===== src/rtl/startline_pkg.sv =====
// Shared types and limits for the starting-line delay path.
// Optional abort support is selected by RANDOM_DELAY_ABORT_EN.
package startline_pkg;

    typedef enum logic [1:0] {
        S_IDLE  = 2'd0,
        S_LOAD  = 2'd1,
        S_COUNT = 2'd2,
        S_DONE  = 2'd3
    } ty_STATE_DELAY;

    // Smallest legal minimum delay; zero would make COUNT reach 0
    localparam int unsigned MIN_DELAY_LO  = 1;
    // Random span needs at least one PRBS bit
    localparam int unsigned RANGE_LOG2_LO = 1;

endpackage


===== src/rtl/delay_downcounter.sv =====
// Loadable saturating down-counter with clear, load and tick enable.
// Priority is clear, then load, then decrement.
module delay_downcounter #(
    parameter int unsigned CNT_W = 11
) (
    input  logic             clk,
    input  logic             arst_n,
    input  logic             load,
    input  logic [CNT_W-1:0] load_val,
    input  logic             en,
    input  logic             clr,
    output logic [CNT_W-1:0] count,
    output logic             is_one
);

    // Counter register; never decrements below zero
    always_ff @(posedge clk or negedge arst_n) begin
        if (!arst_n) begin
            count <= '0;
        end else if (clr) begin
            count <= '0;
        end else if (load) begin
            count <= load_val;
        end else if (en && (count != '0)) begin
            count <= count - CNT_W'(1);
        end
    end

    assign is_one = (count == CNT_W'(1));

endmodule


===== src/rtl/random_delay_timer.sv =====
// Pseudo-random start delay: latches PRBS, counts ms ticks, flags done.
// Define RANDOM_DELAY_ABORT_EN to add the i_abort false-start input.
module random_delay_timer
    import startline_pkg::*;
#(
    parameter int unsigned PRBS_W     = 16,
    parameter int unsigned MIN_DELAY  = 500,
    parameter int unsigned RANGE_LOG2 = 10
) (
    input  logic                                       i_clk,
    input  logic                                       i_arst_n,
    input  logic                                       i_tick,
    input  logic                                       i_startDelay,
    input  logic [PRBS_W-1:0]                          i_prbs,
`ifdef RANDOM_DELAY_ABORT_EN
    input  logic                                       i_abort,
`endif
    output logic                                       o_delayComplete,
    output logic                                       o_busy,
    output logic [$clog2(MIN_DELAY+2**RANGE_LOG2)-1:0] o_remaining
);

    localparam int unsigned CNT_W = $clog2(MIN_DELAY + 2**RANGE_LOG2);

    if (MIN_DELAY < MIN_DELAY_LO) begin : g_bad_min
        $error("random_delay_timer: MIN_DELAY must be >= 1");
    end
    if (RANGE_LOG2 < RANGE_LOG2_LO || RANGE_LOG2 > PRBS_W) begin : g_bad_rng
        $error("random_delay_timer: RANGE_LOG2 out of range");
    end

    ty_STATE_DELAY    state;
    logic             abort;
    logic             quit;
    logic             ctr_load;
    logic             ctr_en;
    logic             ctr_clr;
    logic             ctr_one;
    logic [CNT_W-1:0] load_val;

`ifdef RANDOM_DELAY_ABORT_EN
    assign abort = i_abort;
`else
    assign abort = 1'b0;
`endif

    // Withdrawal or false start both drop back to IDLE
    assign quit     = abort || !i_startDelay;
    assign load_val = CNT_W'(MIN_DELAY)
                    + CNT_W'(i_prbs[RANGE_LOG2-1:0]);

    // Counter control derived from the current state
    always_comb begin
        ctr_load = 1'b0;
        ctr_en   = 1'b0;
        ctr_clr  = 1'b0;
        unique case (state)
            S_LOAD: begin
                if (quit) ctr_clr  = 1'b1;
                else      ctr_load = 1'b1;
            end
            S_COUNT: begin
                if (quit)          ctr_clr = 1'b1;
                else if (i_tick) begin
                    if (ctr_one)   ctr_clr = 1'b1;
                    else           ctr_en  = 1'b1;
                end
            end
            S_DONE: begin
                if (abort) ctr_clr = 1'b1;
            end
            default: ;
        endcase
    end

    delay_downcounter #(
        .CNT_W (CNT_W)
    ) u_ctr (
        .clk      (i_clk),
        .arst_n   (i_arst_n),
        .load     (ctr_load),
        .load_val (load_val),
        .en       (ctr_en),
        .clr      (ctr_clr),
        .count    (o_remaining),
        .is_one   (ctr_one)
    );

    // State machine with registered busy/complete flags
    always_ff @(posedge i_clk or negedge i_arst_n) begin
        if (!i_arst_n) begin
            state           <= S_IDLE;
            o_busy          <= 1'b0;
            o_delayComplete <= 1'b0;
        end else begin
            unique case (state)
                S_IDLE: begin
                    if (i_startDelay) begin
                        state  <= S_LOAD;
                        o_busy <= 1'b1;
                    end
                end
                S_LOAD: begin
                    if (quit) begin
                        state  <= S_IDLE;
                        o_busy <= 1'b0;
                    end else begin
                        state  <= S_COUNT;
                    end
                end
                S_COUNT: begin
                    if (quit) begin
                        state  <= S_IDLE;
                        o_busy <= 1'b0;
                    end else if (i_tick && ctr_one) begin
                        state           <= S_DONE;
                        o_busy          <= 1'b0;
                        o_delayComplete <= 1'b1;
                    end
                end
                S_DONE: begin
                    if (quit) begin
                        state           <= S_IDLE;
                        o_delayComplete <= 1'b0;
                    end
                end
                default: begin
                    state           <= S_IDLE;
                    o_busy          <= 1'b0;
                    o_delayComplete <= 1'b0;
                end
            endcase
        end
    end

endmodule


===== config.mk =====
export PLATFORM = sky130hd
export DESIGN_NAME = random_delay_timer
export DESIGN_NICKNAME = d
export VERILOG_FILES = /design/src/rtl/startline_pkg.sv /design/src/rtl/delay_downcounter.sv /design/src/rtl/random_delay_timer.sv
export SDC_FILE = /design/constraint.sdc
export NUM_CORES = 1
export LEC_CHECK = 0
export BUFFER_PORTS_ARGS = -buffer_cell sky130_fd_sc_hd__buf_2
export CAP_MARGIN = 30
export CORE_MARGIN = 1.5
export CORE_UTILIZATION = 55
export CTS_CLUSTER_DIAMETER = 40
export CTS_CLUSTER_SIZE = 12
export DETAILED_ROUTE_END_ITERATION = 10
export MAX_ROUTING_LAYER = met4
export PLACE_DENSITY = 0.83
export SETUP_SLACK_MARGIN = 0.3
export SYNTH_ARGS = -nofsm -noshare
export SYNTH_HDL_FRONTEND = slang
export SYNTH_HIERARCHICAL = 1
export SYNTH_SLANG_ARGS = --single-unit

===== constraint.sdc =====
create_clock -name i_clk -period 3.9 [get_ports i_clk]
set_input_delay 0.78 -clock i_clk [delete_from_list [all_inputs] [get_ports i_clk]]
set_output_delay 0.78 -clock i_clk [all_outputs]
set_load 0.01 [all_outputs]

==> results of run 1 <==
-- power by group through the flow --
stage | Combinational [uW] | Clock, uW | Sequential (uW)
2_1_floorplan | 336 | 0 | 330
3_3_place_gp | 487 | 0 | 313
3_5_place_dp | 504 | 0 | 318
4_1_cts | 507 | 89.6 | 315
5_1_grt | 574 | 99.6 | 329
6_report | 515 | 89.4 | 316
-- cell usage in the layout (no fill, tap or decap), types with 4 or more instances in the layout --
cell and n:
buf_2 26, dfrtp_1 15, inv_1 10, nor2_1 9, ha_1 8, a21oi_1 7
nand2_1 7, nand3_1 6, nor3_1 5, o211ai_1 5, xnor2_1 4, xor2_1 4
-- worst max path at each step --
stage                                       to  cells after the start
finish              u_ctr/count[7]$_DFFE_PN0P_                      8
floorplan           u_ctr/count[3]$_DFFE_PN0P_                      6
CTS                 u_ctr/count[7]$_DFFE_PN0P_                      8
global route        u_ctr/count[7]$_DFFE_PN0P_                      8
global placement    u_ctr/count[7]$_DFFE_PN0P_                      8
detailed placement  u_ctr/count[7]$_DFFE_PN0P_                      8
-- metrics by stage --
stage	power [uW]	hold WS, ns
global placement	800	0.496
detailed placement	821	0.512
global route	1000	0.403
CTS	911	0.404
finish	920	0.398
floorplan	666	0.484
-- layer usage --
metal | GRT usage [%] | vias up | part of all wire, %
met4 | 3.70 | 0 | 0
met3 | 5.95 | 0 | 8.3
met1 | 34.2 | 564 | 44
met2 | 38.2 | 55 | 48
met5 | - | - | 0
li1 | - | 570 | -
-- final cells by class --
cell class | count | area, um^2 | area share, %
clock buffer | 4 | 26.3 | 1.87
inverter | 11 | 41.3 | 2.94
multi-input combinational | 108 | 796 | 56.7
sequential | 15 | 375 | 26.8
tap | 27 | 33.8 | 2.41
timing repair buffer | 26 | 130 | 9.28
-- state kept, by name, indices dropped and copies added, names as in the netlist --
name and cells:
state 2, o_delayComplete 1, u_ctr/count 11, o_busy 1
-- cells by family (layout without fill, tap and decap cells) --
kind of cell / after synthesis / count (layout) / share of synthesized area, %
AND/OR/NAND/NOR: 49 / 49 / 24.3
AO/OA/AOI/OAI: 40 / 40 / 24.2
flip-flops: 15 / 15 / 30.6
buffers and inverters: 15 / 41 / 4.59
adder cells (fa/ha/maj): 8 / 8 / 8.16
XOR/XNOR: 8 / 8 / 5.71
multiplexers: 3 / 3 / 2.55
==> results.tsv, run 1 <==
stage	metric	value	unit
placed_design	dp_slack	1.15	ns
cts	cts_tree	built	
detailed_routing	routed-via-count	1189	
logic_synthesis	synth_edf_count	0	
timing	hold_viol	0	
detailed_routing	wl_per_cell	14.7	um
final_layout	fin_area	1400	um^2
grt	antenna_found_initial	0	
cts	cts_made_buffers	3	
final_layout	final_cells	191	
placed_design	dpl_cell_area	1380	um^2
logic_synthesis	syn_nets	166	
cts	htree_levels	1	
grt	first_global_vias	1065	
timing	clock.fmax	352	MHz
floorplanning	rows	16	
logic_synthesis	syn_area	1230	um^2
placed_design	numPortBuffers	26	
power	vdd_drop_max	0.408	mV
final_layout	final_nets	193	
detailed_routing	drc	0	
worst_setup_path	critPathSlowestCell	or4_4	
placed_design	dpl.cell_count	187	
worst_setup_path	rrSetupSlack	1.06	ns
worst_setup_path	arrival	3.04	ns
logic_synthesis	async_reset_ff_share	100	%
cts	cts.clk_slew.worst_paths	0.09	ns
final_layout	drive_gt1_share	23.8	%
timing	setup_violations	0	
timing	fin_crit_sh	72.9	%
timing	layout_min_cycle_time	2.84	ns
run	cap_violations	0	
logic_synthesis	synth_area_leaders	dfrtp_1 31%, ha_1 8.2%, inv_1 3.1%, o211ai_1 3.1%, a21oi_1 2.9%	
cts	worstSkewPairLatency	0.28	ns
floorplanning	ios	33	
timing	finalClockSkew	0.00128	ns
timing	relSlewSlack	59.9	%
floorplanning	dieArea	2520	um^2
final_layout	syn_to_final_growth	14.3	%
worst_setup_path	path_max_fanout	13	
timing	final.setup.tns	0	ns
detailed_routing	via_per_inst	6.23	
logic_synthesis	yosysWarnings	6	
worst_setup_path	r2r.worst_path.cells	8	
cts	clk_path_buf_depth	2	
floorplanning	die_w	50.2	um
logic_synthesis	ys_seq_area_share	30.6	%
worst_hold_path	min_path_type	in2async	
cts	cts_num_sinks	15	
worst_setup_path	crit_chain	or4_4 -> nor3_1 -> nand2_1 -> a21boi_0 -> o21a_1 -> nor2_1 -> a22o_1 -> a21oi_1	
run_status	status	complete, no violations	
final_layout	insertedDiodeCount	0	
timing	worst_pin_slew	0.596	ns
timing	fin_ws	1.06	ns
worst_setup_path	rr_startpoint	u_ctr/count[4]$_DFFE_PN0P_	
power	powerDensity	656	nW/um^2
logic_synthesis	synth_ff_type	dfrtp_1	
cts	cts-root-buf	clkbuf_4	
logic_synthesis	synth.top_cell.area_share	30.6	%
detailed_routing	drtIter0Drc	48	
floorplanning	core_area	2020	um^2
power	p_leak	0.000611	uW
worst_setup_path	crit_family	simple AND/OR/NAND/NOR gates	
power	p_int	479	uW
worst_setup_path	cp-start-kind	flop	
floorplanning	start_util	60.7	%
worst_setup_path	required	4.10	ns
floorplanning	fp.dieH	50.2	um
grt	grt_overflow	0	
logic_synthesis	synth-seq-cells	15	
logic_synthesis	yosysTopAreaCell	dfrtp_1	
detailed_routing	drtPass1Iterations	4	
grt	grt_pass1_wl	4820	um
worst_setup_path	cp-startpoint	u_ctr/count[4]$_DFFE_PN0P_	
placed_design	routabilityCongestion	0.881	
worst_setup_path	slowest_delay	0.57	ns
final_layout	nFillCells	167	
cts	ctsHoldBuffers	0	
logic_synthesis	yosysMostFrequentCell	dfrtp_1	
power	power.net_switching	441	uW
logic_synthesis	syn_area_per_cell	8.89	um^2
detailed_routing	ant_nets	0	
power	p_comb_share	56.0	%
worst_setup_path	crit_buf_inv	0	
grt	grt_max_degree	17	
power	clkPwrFrac	9.7	%
logic_synthesis	post_synth_num_cell_types	48	
final_layout	fin_util	69.4	%
logic_synthesis	synthCells	138	
cts	cts.repair.resized	0	
detailed_routing	wirelength	2800	um
timing	maxSlewViolCount	0	
logic_synthesis	synthTopCellsByCount	15 x dfrtp_1, 10 x inv_1, 9 x nor2_1	
placed_design	hpwlAfterDp	2110	um
power	power_frac_seq	34.3	%
worst_setup_path	rr_endpoint	u_ctr/count[7]$_DFFE_PN0P_	
worst_setup_path	worst_setup_path_end_kind	flop	
cts	post-cts-setup-buffers	0	
timing	rsz0062_at_grt	false	
worst_setup_path	criticalPathCategory	reg2reg	
power	sw_frac_of_total	47.9	%
grt	track_usage	25.0	%
(Power assumes the default switching activity.)
==> inputs of run 2 (changes only) <==
Settings changed: ABC_AREA set to 1, CORE_UTILIZATION 55 to 48, PLACE_DENSITY 0.83 to 0.76.
Clock period 3.9 ns to 2.5 ns, I/O delays scaled along.
==> results.tsv, run 2 <==
stage	metric	value	unit
final_layout	top_regs	u_ctr/count x11, state x2	
worst_setup_path	rr_startpoint	u_ctr/count[6]$_DFFE_PN0P_	
timing	finalClockSkew	0.00705	ns
run_status	status	complete, no violations	
worst_setup_path	required	2.71	ns
timing	hold_viol	0	
worst_setup_path	cp-startpoint	u_ctr/count[6]$_DFFE_PN0P_	
detailed_routing	routed-via-count	1305	
logic_synthesis	syn_area_per_cell	6.82	um^2
worst_setup_path	crit_buf_inv	0	
logic_synthesis	synth-seq-cells	15	
cts	ctsHoldBuffers	0	
worst_setup_path	rr_endpoint	u_ctr/count[0]$_DFFE_PN0P_	
detailed_routing	drc	0	
logic_synthesis	synth.top_cell.area_share	27.8	%
final_layout	syn_to_final_growth	13.3	%
cts	cts_tree	built	
timing	final.setup.tns	0	ns
logic_synthesis	ys_seq_area_share	27.8	%
logic_synthesis	synthTopCellsByCount	55 x nand2_1, 26 x nand3_1, 21 x inv_1	
logic_synthesis	post_synth_num_cell_types	29	
cts	htree_levels	1	
floorplanning	dieArea	3140	um^2
final_layout	drive_gt1_share	24.4	%
timing	layout_min_cycle_time	1.95	ns
timing	fin_crit_sh	77.8	%
logic_synthesis	synthCells	198	
logic_synthesis	synth_edf_count	0	
timing	worst_pin_slew	0.536	ns
final_layout	multi_input_area	848	um^2
cts	worstSkewPairLatency	0.28	ns
worst_setup_path	arrival	2.16	ns
power	p_leak	0.000845	uW
final_layout	mostFrequentLayoutCell	nand2_1	
worst_setup_path	cp-start-kind	flop	
cts	clk_path_buf_depth	2	
logic_synthesis	synth_area_leaders	dfrtp_1 28%, nand2_1 15%, nand3_1 9.6%, ha_1 7.4%, inv_1 5.8%	
worst_setup_path	path_depth	9	
grt	track_usage	20.4	%
floorplanning	core_area	2710	um^2
detailed_routing	ant_nets	0	
timing	maxSlewViolCount	0	
timing	rsz0062_at_grt	false	
run	cap_violations	0	
worst_hold_path	min_path_type	in2async	
floorplanning	ios	33	
power	vdd_drop_max	0.756	mV
placed_design	hpwlAfterDp	2280	um
final_layout	insertedDiodeCount	0	
final_layout	final_nets	254	
detailed_routing	drtPass1Iterations	4	
final_layout	nFillCells	284	
grt	grt_overflow	0	
grt	grt_pass1_wl	5120	um
worst_setup_path	path_max_fanout	12	
detailed_routing	drtIter0Drc	23	
worst_setup_path	worst_setup_path_end_kind	flop	
worst_setup_path	criticalPathCategory	reg2reg	
detailed_routing	via_per_inst	5.10	
detailed_routing	wirelength	2940	um
cts	cts_num_sinks	15	
worst_setup_path	rrSetupSlack	0.55	ns
logic_synthesis	yosysWarnings	6	
logic_synthesis	syn_nets	226	
grt	antenna_found_initial	0	
final_layout	regMostFlops	u_ctr/count	
worst_setup_path	r2r.worst_path.cells	9	
detailed_routing	wl_per_cell	11.5	um
worst_setup_path	cp-endpoint	u_ctr/count[0]$_DFFE_PN0P_	
final_layout	layout_common_cells	55 x nand2_1, 26 x nand3_1, 26 x buf_2	
floorplanning	rows	19	
logic_synthesis	syn_area	1350	um^2
final_layout	seq_area	375	um^2
timing	clock.fmax	514	MHz
worst_setup_path	slowest_delay	0.44	ns
logic_synthesis	yosysTopAreaCell	dfrtp_1	
placed_design	routabilityCongestion	0.882	
cts	cts_made_buffers	3	
timing	setup_violations	0	
worst_setup_path	crit_family	simple AND/OR/NAND/NOR gates	
final_layout	largest_reg_flops	11	
logic_synthesis	synth_ff_type	dfrtp_1	
grt	grt_max_degree	16	
worst_setup_path	crit_chain	nor2_1 -> nand3_1 -> nor3_2 -> nand2_1 -> a211oi_2 -> nor2_2 -> nand2_2 -> nand2_4 -> o21ai_1	
floorplanning	fp.dieH	56.1	um
grt	first_global_vias	1180	
placed_design	numPortBuffers	26	
floorplanning	start_util	49.9	%
logic_synthesis	async_reset_ff_share	100	%
cts	cts.clk_slew.worst_paths	0.09	ns
timing	relSlewSlack	64.2	%
floorplanning	die_w	56.1	um
cts	cts-root-buf	clkbuf_4	
worst_setup_path	critPathSlowestCell	dfrtp_1	
timing	fin_hold_ws	0.106	ns
logic_synthesis	yosysMostFrequentCell	nand2_1	
power	powerDensity	1050	nW/um^2
[run 2: cells by family after synthesis]
| family | synth area share [%] |
|---|---|
| adders and majority gates | 7.41 |
| buffers and inverters | 10.4 |
| AOI/OAI and AO/OA | 11.3 |
| DFF | 27.8 |
| xor gates and xnor gates | 4.54 |
| and+or+nand+nor | 37.9 |
| muxes | 0.741 |
[run 2: layout make-up]
type	count	area share [%]
Tap cell	31	2.53
Multi-Input combinational cell	151	55.4
Sequential cell	15	24.5
Clock buffer	4	1.72
Inverter	28	6.86
Timing Repair Buffer	27	8.99
[run 2: repair_timing]
item                                    CTS  global route
endpoints found under the setup margin    0            11
resized for setup                         0             3
buffers inserted                          0             0
[run 2: worst min path at each step]
| stage | from | slack [ns] | endpoint |
|---|---|---|---|
| after floorplan | i_arst_n | 0.20 | o_busy$_DFFE_PN0P_ |
| after global placement | i_arst_n | 0.43 | u_ctr/count[10]$_DFFE_PN0P_ |
| after global routing | i_arst_n | 0.13 | u_ctr/count[10]$_DFFE_PN0P_ |
| final | i_arst_n | 0.11 | u_ctr/count[10]$_DFFE_PN0P_ |
| after CTS | i_arst_n | 0.11 | u_ctr/count[10]$_DFFE_PN0P_ |
| after detailed placement | i_arst_n | 0.43 | u_ctr/count[10]$_DFFE_PN0P_ |
[run 2: through the flow]
stage	cell area [um^2]	worst slack, ns	utilization, %	cells	total power [uW]
3_5_place_dp	1490	0.337	55.1	252	1450
6_report	1530	0.555	56.5	256	1600
5_1_grt	1530	0.356	56.5	256	1780
3_3_place_gp	1490	0.376	55.1	252	1430
4_1_cts	1520	0.313	56.0	256	1600
2_1_floorplan	1350	0.406	-	198	1210
[run 2: worst reg2reg max path, cell delays in order (launching register included)]
cell and delay, ns:
dfrtp_1 0.44, nor2_1 0.20, nand3_1 0.14, nor3_2 0.20, nand2_1 0.12, a211oi_2 0.28, nor2_2 0.16, nand2_2 0.13
nand2_4 0.08, o21ai_1 0.12
[run 2: metal layers]
metal / vias up / GRT usage, % / share of wire [%]
li1: 694 / - / -
met1: 590 / 28.2 / 51
met2: 21 / 32.1 / 45
met3: 0 / 4.88 / 3.8
met4: 0 / 1.02 / 0
met5: - / - / 0
[run 2: report_power, final]
part | total, uW | switching, uW | internal (uW)
combinational | 1020 | 645 | 374
clock | 138 | 76.3 | 61.9
sequential | 447 | 110 | 337
